`src/rtl/pkg_controle.sv`:
```
// Shared definitions for the multicycle control unit: FSM states, the 3-bit opcode map,
// ULA operation codes and PC source selects.
package pkg_controle;

  typedef enum logic [2:0] {
    OCIOSO,
    BUSCA,
    DECOD,
    EXEC,
    MEM,
    ESCRITA,
    PARADO,
    ERRO
  } estado_t;

  localparam logic [2:0] OP_R    = 3'b000;
  localparam logic [2:0] OP_LW   = 3'b001;
  localparam logic [2:0] OP_SW   = 3'b010;
  localparam logic [2:0] OP_BEQZ = 3'b011;
  localparam logic [2:0] OP_ADDI = 3'b100;
  localparam logic [2:0] OP_J    = 3'b101;
  localparam logic [2:0] OP_SUB  = 3'b110;
  localparam logic [2:0] OP_HALT = 3'b111;

  localparam logic [1:0] ULA_ADD   = 2'b00;
  localparam logic [1:0] ULA_SUB   = 2'b01;
  localparam logic [1:0] ULA_FUNCT = 2'b10;
  localparam logic [1:0] ULA_ADDI  = 2'b11;

  localparam logic [1:0] PC_MAIS1  = 2'b00;
  localparam logic [1:0] PC_DESVIO = 2'b01;
  localparam logic [1:0] PC_SALTO  = 2'b10;

  // R-type and SUB write the rd field; LW and ADDI write the rt field.
  function automatic logic usa_rd(input logic [2:0] op);
    return (op == OP_R) || (op == OP_SUB);
  endfunction

endpackage

```
`src/rtl/contador_espera.sv`:
```
// Memory wait counter with timeout detection.
// Ports:
//   clock     - system clock, rising edge
//   reset_n   - asynchronous active-low reset
//   ativo_i   - FSM is in a state waiting on memory
//   pronta_i  - memory completed the access this cycle
//   estouro_o - wait limit reached while memory is still not ready
module contador_espera #(
  parameter int unsigned ESPERA_MAX = 15
) (
  input  logic clock,
  input  logic reset_n,
  input  logic ativo_i,
  input  logic pronta_i,
  output logic estouro_o
);

  logic [7:0] espera_q, espera_d;

  // A ready memory in the same cycle takes priority over the timeout.
  assign estouro_o = ativo_i && !pronta_i && (espera_q == 8'(ESPERA_MAX));

  // Clearing whenever not actively waiting covers both ready and any state exit.
  always_comb begin
    espera_d = '0;
    if (ativo_i && !pronta_i && !estouro_o) begin
      espera_d = espera_q + 8'd1;
    end
  end

  always_ff @(posedge clock or negedge reset_n) begin
    if (!reset_n) begin
      espera_q <= '0;
    end else begin
      espera_q <= espera_d;
    end
  end

endmodule

```
`src/rtl/unidade_controle_multiciclo.sv`:
```
// Multicycle control unit: sequences fetch, decode, execute, memory and writeback for
// the 3-bit opcode set, with a memory-ready handshake, timeout error and halt state.
// Ports:
//   clock, reset_n       - clock (rising edge), asynchronous active-low reset
//   Iniciar              - start execution from OCIOSO
//   Opcode               - instruction register opcode field
//   Zero                 - ULA zero flag (BEQZ decision)
//   MemPronta            - memory completed the current access
//   EscIR .. FontePC     - datapath strobes and mux selects
//   Parado / Erro        - halted / memory timeout (both sticky until reset)
//   NumInstr             - retired instruction counter, wraps
module unidade_controle_multiciclo
  import pkg_controle::*;
#(
  parameter int unsigned ESPERA_MAX = 15,
  parameter int unsigned W_CONT     = 16
) (
  input  logic              clock,
  input  logic              reset_n,
  input  logic              Iniciar,
  input  logic [2:0]        Opcode,
  input  logic              Zero,
  input  logic              MemPronta,
  output logic              EscIR,
  output logic              IouD,
  output logic              LerMem,
  output logic              EscMem,
  output logic [1:0]        ULAOp,
  output logic              ULAFonte,
  output logic              SelDest,
  output logic              RegFonte,
  output logic              EscReg,
  output logic              EscPC,
  output logic [1:0]        FontePC,
  output logic              Parado,
  output logic              Erro,
  output logic [W_CONT-1:0] NumInstr
);

  estado_t             estado_q, estado_d;
  logic [2:0]          op_q, op_d;
  logic [W_CONT-1:0]   num_q, num_d;
  logic                retira;
  logic                esperando;
  logic                estouro;

  assign esperando = (estado_q == BUSCA) || (estado_q == MEM);

  contador_espera #(
    .ESPERA_MAX(ESPERA_MAX)
  ) u_contador_espera (
    .clock    (clock),
    .reset_n  (reset_n),
    .ativo_i  (esperando),
    .pronta_i (MemPronta),
    .estouro_o(estouro)
  );

  always_comb begin
    estado_d = estado_q;
    op_d     = op_q;
    retira   = 1'b0;
    EscIR    = 1'b0;
    IouD     = 1'b0;
    LerMem   = 1'b0;
    EscMem   = 1'b0;
    ULAOp    = ULA_ADD;
    ULAFonte = 1'b0;
    SelDest  = 1'b0;
    RegFonte = 1'b0;
    EscReg   = 1'b0;
    EscPC    = 1'b0;
    FontePC  = PC_MAIS1;
    Parado   = 1'b0;
    Erro     = 1'b0;

    unique case (estado_q)
      OCIOSO: begin
        if (Iniciar) estado_d = BUSCA;
      end
      BUSCA: begin
        LerMem = 1'b1;
        if (MemPronta) begin
          // IR load and PC+1 happen in the same cycle the fetch completes.
          EscIR    = 1'b1;
          EscPC    = 1'b1;
          FontePC  = PC_MAIS1;
          estado_d = DECOD;
        end else if (estouro) begin
          estado_d = ERRO;
        end
      end
      DECOD: begin
        op_d = Opcode;
        if (Opcode == OP_HALT) begin
          estado_d = PARADO;
          retira   = 1'b1;
        end else begin
          estado_d = EXEC;
        end
      end
      EXEC: begin
        case (op_q)
          OP_R: begin
            ULAOp    = ULA_FUNCT;
            estado_d = ESCRITA;
          end
          OP_SUB: begin
            ULAOp    = ULA_SUB;
            estado_d = ESCRITA;
          end
          OP_ADDI: begin
            ULAOp    = ULA_ADDI;
            ULAFonte = 1'b1;
            estado_d = ESCRITA;
          end
          OP_LW, OP_SW: begin
            ULAOp    = ULA_ADD;
            ULAFonte = 1'b1;
            estado_d = MEM;
          end
          OP_BEQZ: begin
            FontePC  = PC_DESVIO;
            EscPC    = Zero;
            estado_d = BUSCA;
            retira   = 1'b1;
          end
          OP_J: begin
            FontePC  = PC_SALTO;
            EscPC    = 1'b1;
            estado_d = BUSCA;
            retira   = 1'b1;
          end
          default: begin
            // HALT never reaches EXEC; recover by refetching.
            estado_d = BUSCA;
          end
        endcase
      end
      MEM: begin
        IouD = 1'b1;
        if (op_q == OP_SW) EscMem = 1'b1;
        else               LerMem = 1'b1;
        if (MemPronta) begin
          if (op_q == OP_SW) begin
            estado_d = BUSCA;
            retira   = 1'b1;
          end else begin
            estado_d = ESCRITA;
          end
        end else if (estouro) begin
          estado_d = ERRO;
        end
      end
      ESCRITA: begin
        EscReg   = 1'b1;
        RegFonte = (op_q == OP_LW);
        SelDest  = usa_rd(op_q);
        estado_d = BUSCA;
        retira   = 1'b1;
      end
      PARADO: begin
        Parado = 1'b1;
      end
      ERRO: begin
        Erro = 1'b1;
      end
      default: begin
        estado_d = OCIOSO;
      end
    endcase
  end

  always_comb begin
    num_d = num_q;
    if (retira) num_d = num_q + W_CONT'(1);
  end

  assign NumInstr = num_q;

  always_ff @(posedge clock or negedge reset_n) begin
    if (!reset_n) begin
      estado_q <= OCIOSO;
      op_q     <= '0;
      num_q    <= '0;
    end else begin
      estado_q <= estado_d;
      op_q     <= op_d;
      num_q    <= num_d;
    end
  end

endmodule

```
`config.mk`:
```
export PLATFORM = sky130hd
export DESIGN_NAME = unidade_controle_multiciclo
export DESIGN_NICKNAME = d
export VERILOG_FILES = /design/src/rtl/pkg_controle.sv /design/src/rtl/contador_espera.sv /design/src/rtl/unidade_controle_multiciclo.sv
export SDC_FILE = /design/constraint.sdc
export NUM_CORES = 1
export LEC_CHECK = 0
export CORE_MARGIN = 2
export CORE_UTILIZATION = 53
export CTS_CLUSTER_DIAMETER = 100
export DETAILED_ROUTE_END_ITERATION = 8
export GPL_ROUTABILITY_DRIVEN = 0
export GPL_TIMING_DRIVEN = 0
export PLACE_DENSITY_LB_ADDON = 0.2
export SYNTH_ARGS = -nofsm -noshare
export SYNTH_HDL_FRONTEND = slang
export SYNTH_HIERARCHICAL = 1
export SYNTH_SLANG_ARGS = --single-unit
export TNS_END_PERCENT = 30
```
`constraint.sdc`:
```
create_clock -name clock -period 3.45 [get_ports clock]
set_input_delay 0.69 -clock clock [delete_from_list [all_inputs] [get_ports clock]]
set_output_delay 0.69 -clock clock [all_outputs]
set_load 0.03 [all_outputs]
```
==> results.ini, run 1 <==
[critical_path]
r2r_end = estado_q[0]
crit_path_cell_trace = clkbuf_1 -> nand2b_1 -> or2_2 -> a21oi_1 -> clkdlybuf4s50_1
ff2ff_path_depth = 9
rrSetupSlack_ns = 1.06
end_kind = output pin
path_max_fanout = 10
critical_path_class = reg -> out
r2r_start = estado_q[2]
critical-path-max-stage-delay_ns = 0.69
crit_path_start_kind = flip-flop
cp.arrival_ns = 2.43
crit_required_ns = 2.76
crit_slowest_cell = clkdlybuf4s50_1

[finish]
fin_nets = 225
drive_gt1_frac = 0.102
fin_util = 0.717
num_antenna_cells = 0
fillers = 238
final_cells = 260
syn2layout_area_growth_pct = 29.2
final_common_cell = clkdlybuf4s50_1
final_cell_area_mm2 = 0.00217
mostFrequentLayoutCells = clkdlybuf4s50_1 (37), dfrtp_1 (30), xor2_1 (15), nand2_1 (11), a21oi_1 (11)

[synth]
netlist_area_mm2 = 0.00168
synth_top_family_by_area = simple AND/OR/NAND/NOR gates
synth_compound_area_frac = 0.0946
synth_warnings = 6
synth_mux_area_frac = 0.0268
synth_xor_area_frac = 0.0990
yosys.area_share.simple = 0.278
synth_edf_count = 0
syn_avg_cell_area_um2 = 9.88
ys_seq_area_frac = 0.447
syn_nets = 180
synth.ff_latch_count = 30
synth-adder-area-share = 0.0149
ys.flop_type = dfrtp_1
syn_inst = 170
synthArstFlopShare = 1.00
synth.distinct_cells = 37

[detailed_routing]
vias = 1450
wirelength_um = 3630
maxUsedRoutingLayer = met4
dr.pass1.iters = 4
wl_met1_um = 1610
drtAntennaViolNets = 0
met3WireLength_um = 171
viasPerCell = 5.58
drc = 0
wl_met2_um = 1830
wl_per_cell_um = 14.0
drt_iter0_markers = 85

[run_status]
status = completed

[timing]
timing.final.crit_share = 0.905
finalHoldViolations = 0
fin_skew_ns = 0.00680
fmax_mhz = 320
finalMaxSlewViolations = 0
fin_hold_ws_ns = 0.399
tns_ns = 0
final.min_clock_period_ns = 3.12
setup_slack_ns = 0.327
rsz0062_at_grt = no
setup-violations-final = 0
maxSlewHeadroom = 0.559
tightest_slew_ns = 0.662

[placed_design]
place_inst = 252
port_buffers = 38
dp_slack_ns = 0.520
place_area_mm2 = 0.00212
dp_hpwl_um = 2700

[die]
fp.coreArea_mm2 = 0.00303
rows = 20
die_h_um = 60.3
die_w_um = 60.3
boundaryPins = 39
dieArea_mm2 = 0.00364
start_util = 0.555

[power_and_ir_drop]
ir_drop_uv = 609
power_leakage_nw = 0.869
power_mw = 1.76
powerDensity_mw_per_mm2 = 809

[clock_network]
worst_skew_pair.late_latency_ns = 0.32
clkTransAtPathRegs_ns = 0.09
holdBufCountCts = 0
ctsLongestPathBuffers = 2
cts_tree = done
cts.sinks = 30
postCtsSetupRepairBufs = 0
clockRootBuffer = clkbuf_4
cts_resized = 0
numCtsBuffers = 5
cts_htree_levels = 2

[global_routing]
grt_overflow_total = 0
antenna_found_initial = 0
grt_pass1_vias = 1402
grt_pass1_wl_um = 5910
grt_max_degree = 31
grt_use_total = 0.219

[worst_hold_path]
hold_class = in -> async

[run]
drv_cap = 0

[final cells by class]
class | count | area [um2] | area share
well taps | 44 | 55.1 | 0.0254
clock inverters | 1 | 5.00 | 0.00231
plain buffers | 8 | 51.3 | 0.0236
repair buffers | 38 | 375 | 0.173
inverters | 4 | 15.0 | 0.00692
flip-flops and latches | 30 | 751 | 0.346
multi-input cells | 128 | 863 | 0.398
clock buffers | 7 | 55.1 | 0.0254
[worst max-delay path, delay by kind of cell, from the launching register on]
| family | cells | cell delay, ns |
|---|---|---|
| AOI/OAI and AO/OA | 1 | 0.14 |
| buffers and inverters | 2 | 1.06 |
| DFF | 1 | 0.44 |
| and+or+nand+nor | 2 | 0.47 |
[cell usage after synthesis (all sizes together) (2+ instances only)]
master | n | area, um2
a21oi | 11 | 55.1
a31oi | 2 | 12.5
and2 | 3 | 18.8
and3 | 5 | 31.3
and3b | 3 | 26.3
buf | 5 | 40.0
clkbuf | 3 | 11.3
dfrtp | 30 | 751
ha | 2 | 25.0
inv | 4 | 15.0
mux2 | 4 | 45.0
nand2 | 11 | 41.3
nand2b | 4 | 25.0
nand3 | 8 | 40.0
nand4 | 3 | 18.8
nor2 | 10 | 37.5
nor3 | 4 | 20.0
nor3b | 10 | 96.3
nor4 | 6 | 37.5
nor4b | 2 | 17.5
nor4bb | 2 | 20.0
o21ai | 6 | 30.0
or3 | 5 | 31.3
xnor2 | 4 | 35.0
xor2 | 15 | 131
[registers in the layout, indices dropped and copies added (netlist names)]
name	flops
NumInstr	16
estado_q	3
op_q	3
u_contador_espera/espera_q	8
[how the worst max path moves through the flow]
| stage | start | to | slack, ns | cells past startpoint |
|---|---|---|---|---|
| floorplan | estado_q[2] | EscPC | 0.84 | 4 |
| global placement | MemPronta | EscPC | 0.53 | 4 |
| detailed placement | MemPronta | EscPC | 0.52 | 4 |
| CTS | estado_q[2] | LerMem | 0.31 | 5 |
| global route | estado_q[2] | LerMem | 0.19 | 5 |
| finish | estado_q[2] | LerMem | 0.33 | 5 |
[report_power, final]
group	switching, mW	leakage, nW	internal (mW)
registers	0.106	0.358	0.442
clock network	0.118	0.0353	0.0987
logic	0.561	0.476	0.430
[layer usage]
layer,vias up,GRT usage
li1,704,-
met1,710,0.260
met2,34,0.387
met3,2,0.0628
met4,0,0.0571
met5,-,0
[cell families (layout without fill, tap and decap cells)]
kind of cell	count (synthesis)	in the layout
muxes	4	4
DFF	30	30
buffers and inverters	12	58
adders and majority gates	2	2
and+or+nand+nor	77	77
AOI/OAI and AO/OA	26	26
xor gates and xnor gates	19	19
Power figures use the tool's default switching activity.
==> run 2, diff against run 1 <==
--- a/config.mk
+++ b/config.mk
@@ -6,7 +6,7 @@
 export NUM_CORES = 1
 export LEC_CHECK = 0
 export CORE_MARGIN = 2
-export CORE_UTILIZATION = 53
+export CORE_UTILIZATION = 50
 export CTS_CLUSTER_DIAMETER = 100
 export DETAILED_ROUTE_END_ITERATION = 8
 export GPL_ROUTABILITY_DRIVEN = 0
==> run 2 against run 1 <==
Effect of this change: setup slack improved by 0.0096 ns; sequential power barely moved; utilization fell by 5.5 points; highest routed layer unchanged; critical endpoint unchanged; power barely moved; global-route usage fell by 0.35 points; clock skew rose by 0.0011 ns; first-iteration DRC count rose by 9.4%; fmax rose by 0.31%; non-clock buffer count did not move.
==> results.ini, run 2 (same netlist as run 1, synthesis figures left out) <==
[run_status]
status = completed

[power_and_ir_drop]
power_leakage_nw = 0.869  ; unchanged
ir_drop_uv = 428  ; -30%
p_int_mw = 0.970  ; about the same
p_switching_mw = 0.784  ; about the same
seqPwrFrac = 0.314  ; +0.002
clkPwrFrac = 0.124  ; about the same
switching_share = 0.447  ; about the same
powerDensity_mw_per_mm2 = 807  ; -0.19%
combPwrFrac = 0.563  ; about the same

[critical_path]
rrSetupSlack_ns = 1.10  ; +0.04 ns
critical_path_class = reg -> out
ff2ff_path_depth = 9  ; unchanged
crit_path_start_kind = flip-flop
critical-path-max-stage-delay_ns = 0.69  ; about the same
r2r_start = estado_q[0]
crit_required_ns = 2.76  ; about the same
crit_slowest_cell = clkdlybuf4s50_1
path_max_fanout = 10  ; unchanged
end_kind = output pin
cp.arrival_ns = 2.42  ; about the same
r2r_end = estado_q[0]
crit_path_cell_trace = clkbuf_1 -> nand2b_1 -> or2_2 -> a21oi_1 -> clkdlybuf4s50_1

[die]
rows = 21  ; +5.0%
dieArea_mm2 = 0.00384  ; +5.6%
die_h_um = 62.0  ; +2.8%
fp.coreArea_mm2 = 0.00328  ; +8.5%
start_util = 0.512  ; -0.0433
die_w_um = 62.0  ; +2.8%
boundaryPins = 39  ; unchanged

[clock_network]
cts.sinks = 30  ; unchanged
cts_tree = done
clkTransAtPathRegs_ns = 0.09  ; about the same
numCtsBuffers = 5  ; unchanged
postCtsSetupRepairBufs = 0  ; unchanged
cts_htree_levels = 2  ; unchanged
ctsLongestPathBuffers = 2  ; unchanged
clockRootBuffer = clkbuf_4
worst_skew_pair.late_latency_ns = 0.32  ; about the same
holdBufCountCts = 0  ; unchanged
cts_resized = 0  ; unchanged

[finish]
syn2layout_area_growth_pct = 29.3
mostFrequentLayoutCells = clkdlybuf4s50_1 (37), dfrtp_1 (30), xor2_1 (15), nand2_1 (11), a21oi_1 (11)
drive_gt1_frac = 0.102  ; unchanged
largest_reg_flops = 16  ; unchanged
register_area_um2 = 751  ; unchanged
fin_nets = 225  ; unchanged
multi_input_area_um2 = 863  ; unchanged
fillers = 294  ; +24%
final_common_cell = clkdlybuf4s50_1
num_antenna_cells = 0  ; unchanged

[timing]
setup_slack_ns = 0.337  ; +0.00955 ns
maxSlewHeadroom = 0.557  ; -0.00192
final.min_clock_period_ns = 3.11  ; -0.00955 ns
fmax_mhz = 321  ; +0.31%
tightest_slew_ns = 0.665  ; +0.00289 ns
fin_skew_ns = 0.00788  ; +0.00108 ns
tns_ns = 0  ; unchanged
finalMaxSlewViolations = 0  ; unchanged
setup-violations-final = 0  ; unchanged
finalHoldViolations = 0  ; unchanged
timing.final.crit_share = 0.902  ; -0.00277
rsz0062_at_grt = no

[global_routing]
grt_use_total = 0.215  ; -0.00351
grt_pass1_wl_um = 6070  ; +2.7%
grt_max_degree = 31  ; unchanged
grt_overflow_total = 0  ; unchanged
antenna_found_initial = 0  ; unchanged
grt_pass1_vias = 1370  ; -2.3%

[run]
drv_cap = 0  ; unchanged

[detailed_routing]
drc = 0  ; unchanged
wl_per_cell_um = 14.1  ; +0.63%
drtAntennaViolNets = 0  ; unchanged
vias = 1462  ; +0.83%
wirelength_um = 3680  ; +1.4%
viasPerCell = 5.58  ; about the same
dr.pass1.iters = 4  ; unchanged
drt_iter0_markers = 93  ; +9.4%

[placed_design]
port_buffers = 38  ; unchanged
dp_slack_ns = 0.505  ; -0.0152 ns
dp_hpwl_um = 2630  ; -2.3%

[worst_hold_path]
hold_class = in -> async

run 2: cell counts in the layout (fill, tap and decap cells not counted):
No cell type changed its count.
run 2: power by group through the flow:
stage	sequential [mW]	clock (mW)	combinational, mW
finish	0.550	0.217	0.987
global route	0.566	0.237	1.07
floorplan	0.629	0	0.589
CTS	0.548	0.225	0.990
global placement	0.548	0	0.966
detailed placement	0.556	0	0.983
run 2: how the worst max path moves through the flow:
stage | start | to | slack (ns)
after floorplan | estado_q[2] | EscPC | 0.84
after global placement | MemPronta | EscPC | 0.51
after detailed placement | MemPronta | EscPC | 0.51
after CTS | estado_q[2] | LerMem | 0.31
after global routing | estado_q[2] | LerMem | 0.19
final | estado_q[2] | LerMem | 0.34
run 2: routing by layer:
layer | GRT usage | part of all wire | wire length (um)
met5 | 0 | 0 | 0
met4 | 0.0760 | 0.0065 | 24
met2 | 0.342 | 0.49 | 1790
met3 | 0.0704 | 0.061 | 224
met1 | 0.275 | 0.45 | 1640
run 2: area by class of cell:
type | count | area share
Multi-Input combinational cell | 128 | 0.397
Sequential cell | 30 | 0.345
Inverter | 4 | 0.00691
Clock inverter | 1 | 0.00230
Timing Repair Buffer | 38 | 0.173
Clock buffer | 7 | 0.0253
Tap cell | 46 | 0.0265
Buffer | 8 | 0.0236
run 2: stage by stage:
stage / cells / utilization / power [mW] / hold WS [ns] / cell area, um2
CTS: 262 / 0.663 / 1.76 / 0.485 / 2180
global route: 262 / 0.662 / 1.88 / 0.433 / 2170
floorplan: 170 / - / 1.22 / 0.394 / 1680
finish: 262 / 0.662 / 1.75 / 0.388 / 2170
global placement: 254 / 0.645 / 1.51 / 0.456 / 2120
detailed placement: 254 / 0.645 / 1.54 / 0.468 / 2120
run 2: critical path: cells and delay by family, from the launching register on:
| kind | cells | cell delay (ns) |
|---|---|---|
| flops | 1 | 0.44 |
| compound gates | 1 | 0.14 |
| buf+inv | 2 | 1.06 |
| simple gates | 2 | 0.46 |
==> run 3, diff against run 2 <==
--- a/config.mk
+++ b/config.mk
@@ -6,12 +6,12 @@
 export NUM_CORES = 1
 export LEC_CHECK = 0
 export CORE_MARGIN = 2
-export CORE_UTILIZATION = 50
+export CORE_UTILIZATION = 49
 export CTS_CLUSTER_DIAMETER = 100
 export DETAILED_ROUTE_END_ITERATION = 8
 export GPL_ROUTABILITY_DRIVEN = 0
 export GPL_TIMING_DRIVEN = 0
-export PLACE_DENSITY_LB_ADDON = 0.2
+export PLACE_DENSITY = 0.79
 export SYNTH_ARGS = -nofsm -noshare
 export SYNTH_HDL_FRONTEND = slang
 export SYNTH_HIERARCHICAL = 1
==> constraint.sdc (replaced) <==
create_clock -name clock -period 3.1 [get_ports clock]
set_input_delay 0.62 -clock clock [delete_from_list [all_inputs] [get_ports clock]]
set_output_delay 0.62 -clock clock [all_outputs]
set_load 0.03 [all_outputs]
==> run 3 against run 2 <==
Effect of this change: cell area is 0.52% lower; global-route usage is 1.4 points lower; first-iteration DRC count is 29% lower; clock power is 6% lower; critical path depth is 1 lower; flip-flop and latch count stayed put; die area is 1.9% higher; critical endpoint is now ULAOp[0]; largest cell class unchanged; highest routed layer unchanged.
==> results.ini, run 3 (same netlist as run 1, synthesis figures left out) <==
[power_and_ir_drop]
combPwrFrac = 0.573  ; +0.010
ir_drop_uv = 537  ; +26%
powerDensity_mw_per_mm2 = 884  ; +9.5%
switching_share = 0.449  ; +0.00187
power_mw = 1.91  ; +9.0%
p_switching_mw = 0.858  ; +9.4%
power_leakage_nw = 0.868  ; -0.16%
clkPwrFrac = 0.107  ; -0.017
seqPwrFrac = 0.320  ; +0.006
p_int_mw = 1.05  ; +8.6%

[timing]
setup-violations-final = 0  ; unchanged
tns_ns = 0  ; unchanged
rsz0062_at_grt = no
fmax_mhz = 344
tightest_slew_ns = 0.639  ; -0.0253 ns
timing.final.crit_share = 0.937
maxSlewHeadroom = 0.574  ; +0.0169
final.min_clock_period_ns = 2.91
finalMaxSlewViolations = 0  ; unchanged
finalHoldViolations = 0  ; unchanged
fin_skew_ns = 0.0114  ; +0.00357 ns

[critical_path]
critical_path_class = reg -> out
crit_required_ns = 2.48  ; -0.28 ns
crit_path_start_kind = flip-flop
cp.arrival_ns = 2.29  ; -0.13 ns
path_max_fanout = 10  ; unchanged
end_kind = output pin

[clock_network]
ctsLongestPathBuffers = 2  ; unchanged
postCtsSetupRepairBufs = 0  ; unchanged
cts_tree = done
clkTransAtPathRegs_ns = 0.09  ; about the same
clockRootBuffer = clkbuf_4
cts_htree_levels = 2  ; unchanged
worst_skew_pair.late_latency_ns = 0.32  ; about the same
cts.sinks = 30  ; unchanged
numCtsBuffers = 5  ; unchanged

[global_routing]
grt_pass1_wl_um = 6350  ; +4.7%
grt_pass1_vias = 1437  ; +4.9%
grt_overflow_total = 0  ; unchanged
antenna_found_initial = 0  ; unchanged
grt_max_degree = 31  ; unchanged
grt_use_total = 0.201  ; -0.0141

[die]
die_h_um = 62.6  ; +0.95%
die_w_um = 62.6  ; +0.95%
rows = 21  ; unchanged
start_util = 0.508  ; -0.00406
boundaryPins = 39  ; unchanged
dieArea_mm2 = 0.00391  ; +1.9%
fp.coreArea_mm2 = 0.00331  ; +0.80%

[finish]
mostFrequentLayoutCells = clkdlybuf4s50_1 (37), dfrtp_1 (30), xor2_1 (15), nand2_1 (11), a21oi_1 (11)
syn2layout_area_growth_pct = 28.7
fin_util = 0.653  ; -0.00865
largest_reg_flops = 16  ; unchanged
drive_gt1_frac = 0.107  ; +0.00512
fin_nets = 225  ; unchanged
final_common_cell = clkdlybuf4s50_1
num_antenna_cells = 0  ; unchanged

[placed_design]
dp_hpwl_um = 2590  ; -1.5%
port_buffers = 38  ; unchanged

[detailed_routing]
maxUsedRoutingLayer = met4
wl_met1_um = 1650  ; +0.73%
met3WireLength_um = 229  ; +2.2%
wl_met2_um = 1620  ; -9.7%
wirelength_um = 3540  ; -3.8%
drtAntennaViolNets = 0  ; unchanged
viasPerCell = 5.54  ; -0.78%
wl_per_cell_um = 13.6  ; -3.4%
dr.pass1.iters = 4  ; unchanged
drt_iter0_markers = 66  ; -29%
vias = 1445  ; -1.2%
drc = 0  ; unchanged

[run_status]
status = completed

[worst_hold_path]
hold_class = in -> async

[run]
drv_cap = 0  ; unchanged

-- run 3: cell count changes in the layout (fill, tap and decap cells not counted), sizes merged --
cell and delta:
clkinv +1, clkbuf -2
-- run 3: path summary, 6_finish.rpt --
| kind | startpoint | endpoint | slack [ns] | cells past startpoint |
|---|---|---|---|---|
| max in group asynchronous | reset_n | NumInstr[4] | 2.37 | 1 |
| min in group clock | NumInstr[11] | NumInstr[11] | 0.49 | 1 |
| max reg2reg | estado_q[0] | estado_q[0] | 0.74 | 9 |
| max | estado_q[0] | ULAOp[0] | 0.19 | 4 |
| min reg2reg | NumInstr[11] | NumInstr[11] | 0.49 | 1 |
| min | reset_n | NumInstr[9] | 0.31 | 1 |
-- run 3: per-layer routing --
metal,vias to the layer above,GRT usage
li1,698,-
met1,679,0.261
met2,58,0.321
met3,10,0.0613
met4,0,0.0667
met5,-,0
-- run 3: power groups by stage --
stage                     Sequential (mW)  Clock [mW]  Combinational [mW]
after floorplan                     0.701           0               0.656
after global placement              0.609           0                1.07
after detailed placement            0.618           0                1.09
after CTS                           0.611       0.215                1.10
after global routing                0.630       0.236                1.18
final                               0.612       0.205                1.09
-- run 3: metrics by stage --
stage	area (um2)	setup slack [ns]	cells	hold slack (ns)
global route	2160	0.0522	261	0.356
floorplan	1680	0.555	170	0.324
CTS	2170	0.0595	261	0.491
detailed placement	2120	0.293	254	0.478
global placement	2120	0.307	254	0.457
finish	2160	0.195	261	0.307
-- run 3: area by class of cell --
class | instances | area (um2)
well taps | 46 | 57.6
fillers | 305 | 1150
clock buffers | 5 | 37.5
repair buffers | 38 | 375
plain buffers | 8 | 52.6
clock inverters | 2 | 10.0
inverters | 4 | 15.0
multi-input cells | 128 | 863
flip-flops and latches | 30 | 751
-- run 3: worst max-delay path, cell delays in order (launching register included) --
cell             delay [ns]
dfrtp_1                0.51
clkbuf_1               0.36
nand2_1                0.16
nor3_1                 0.22
clkdlybuf4s50_1        0.71
-- run 3: what timing repair did --
item / CTS / global route
hold buffers: 0 / 0
gates resized for setup: 0 / 2
endpoints found under the setup margin: 0 / 1
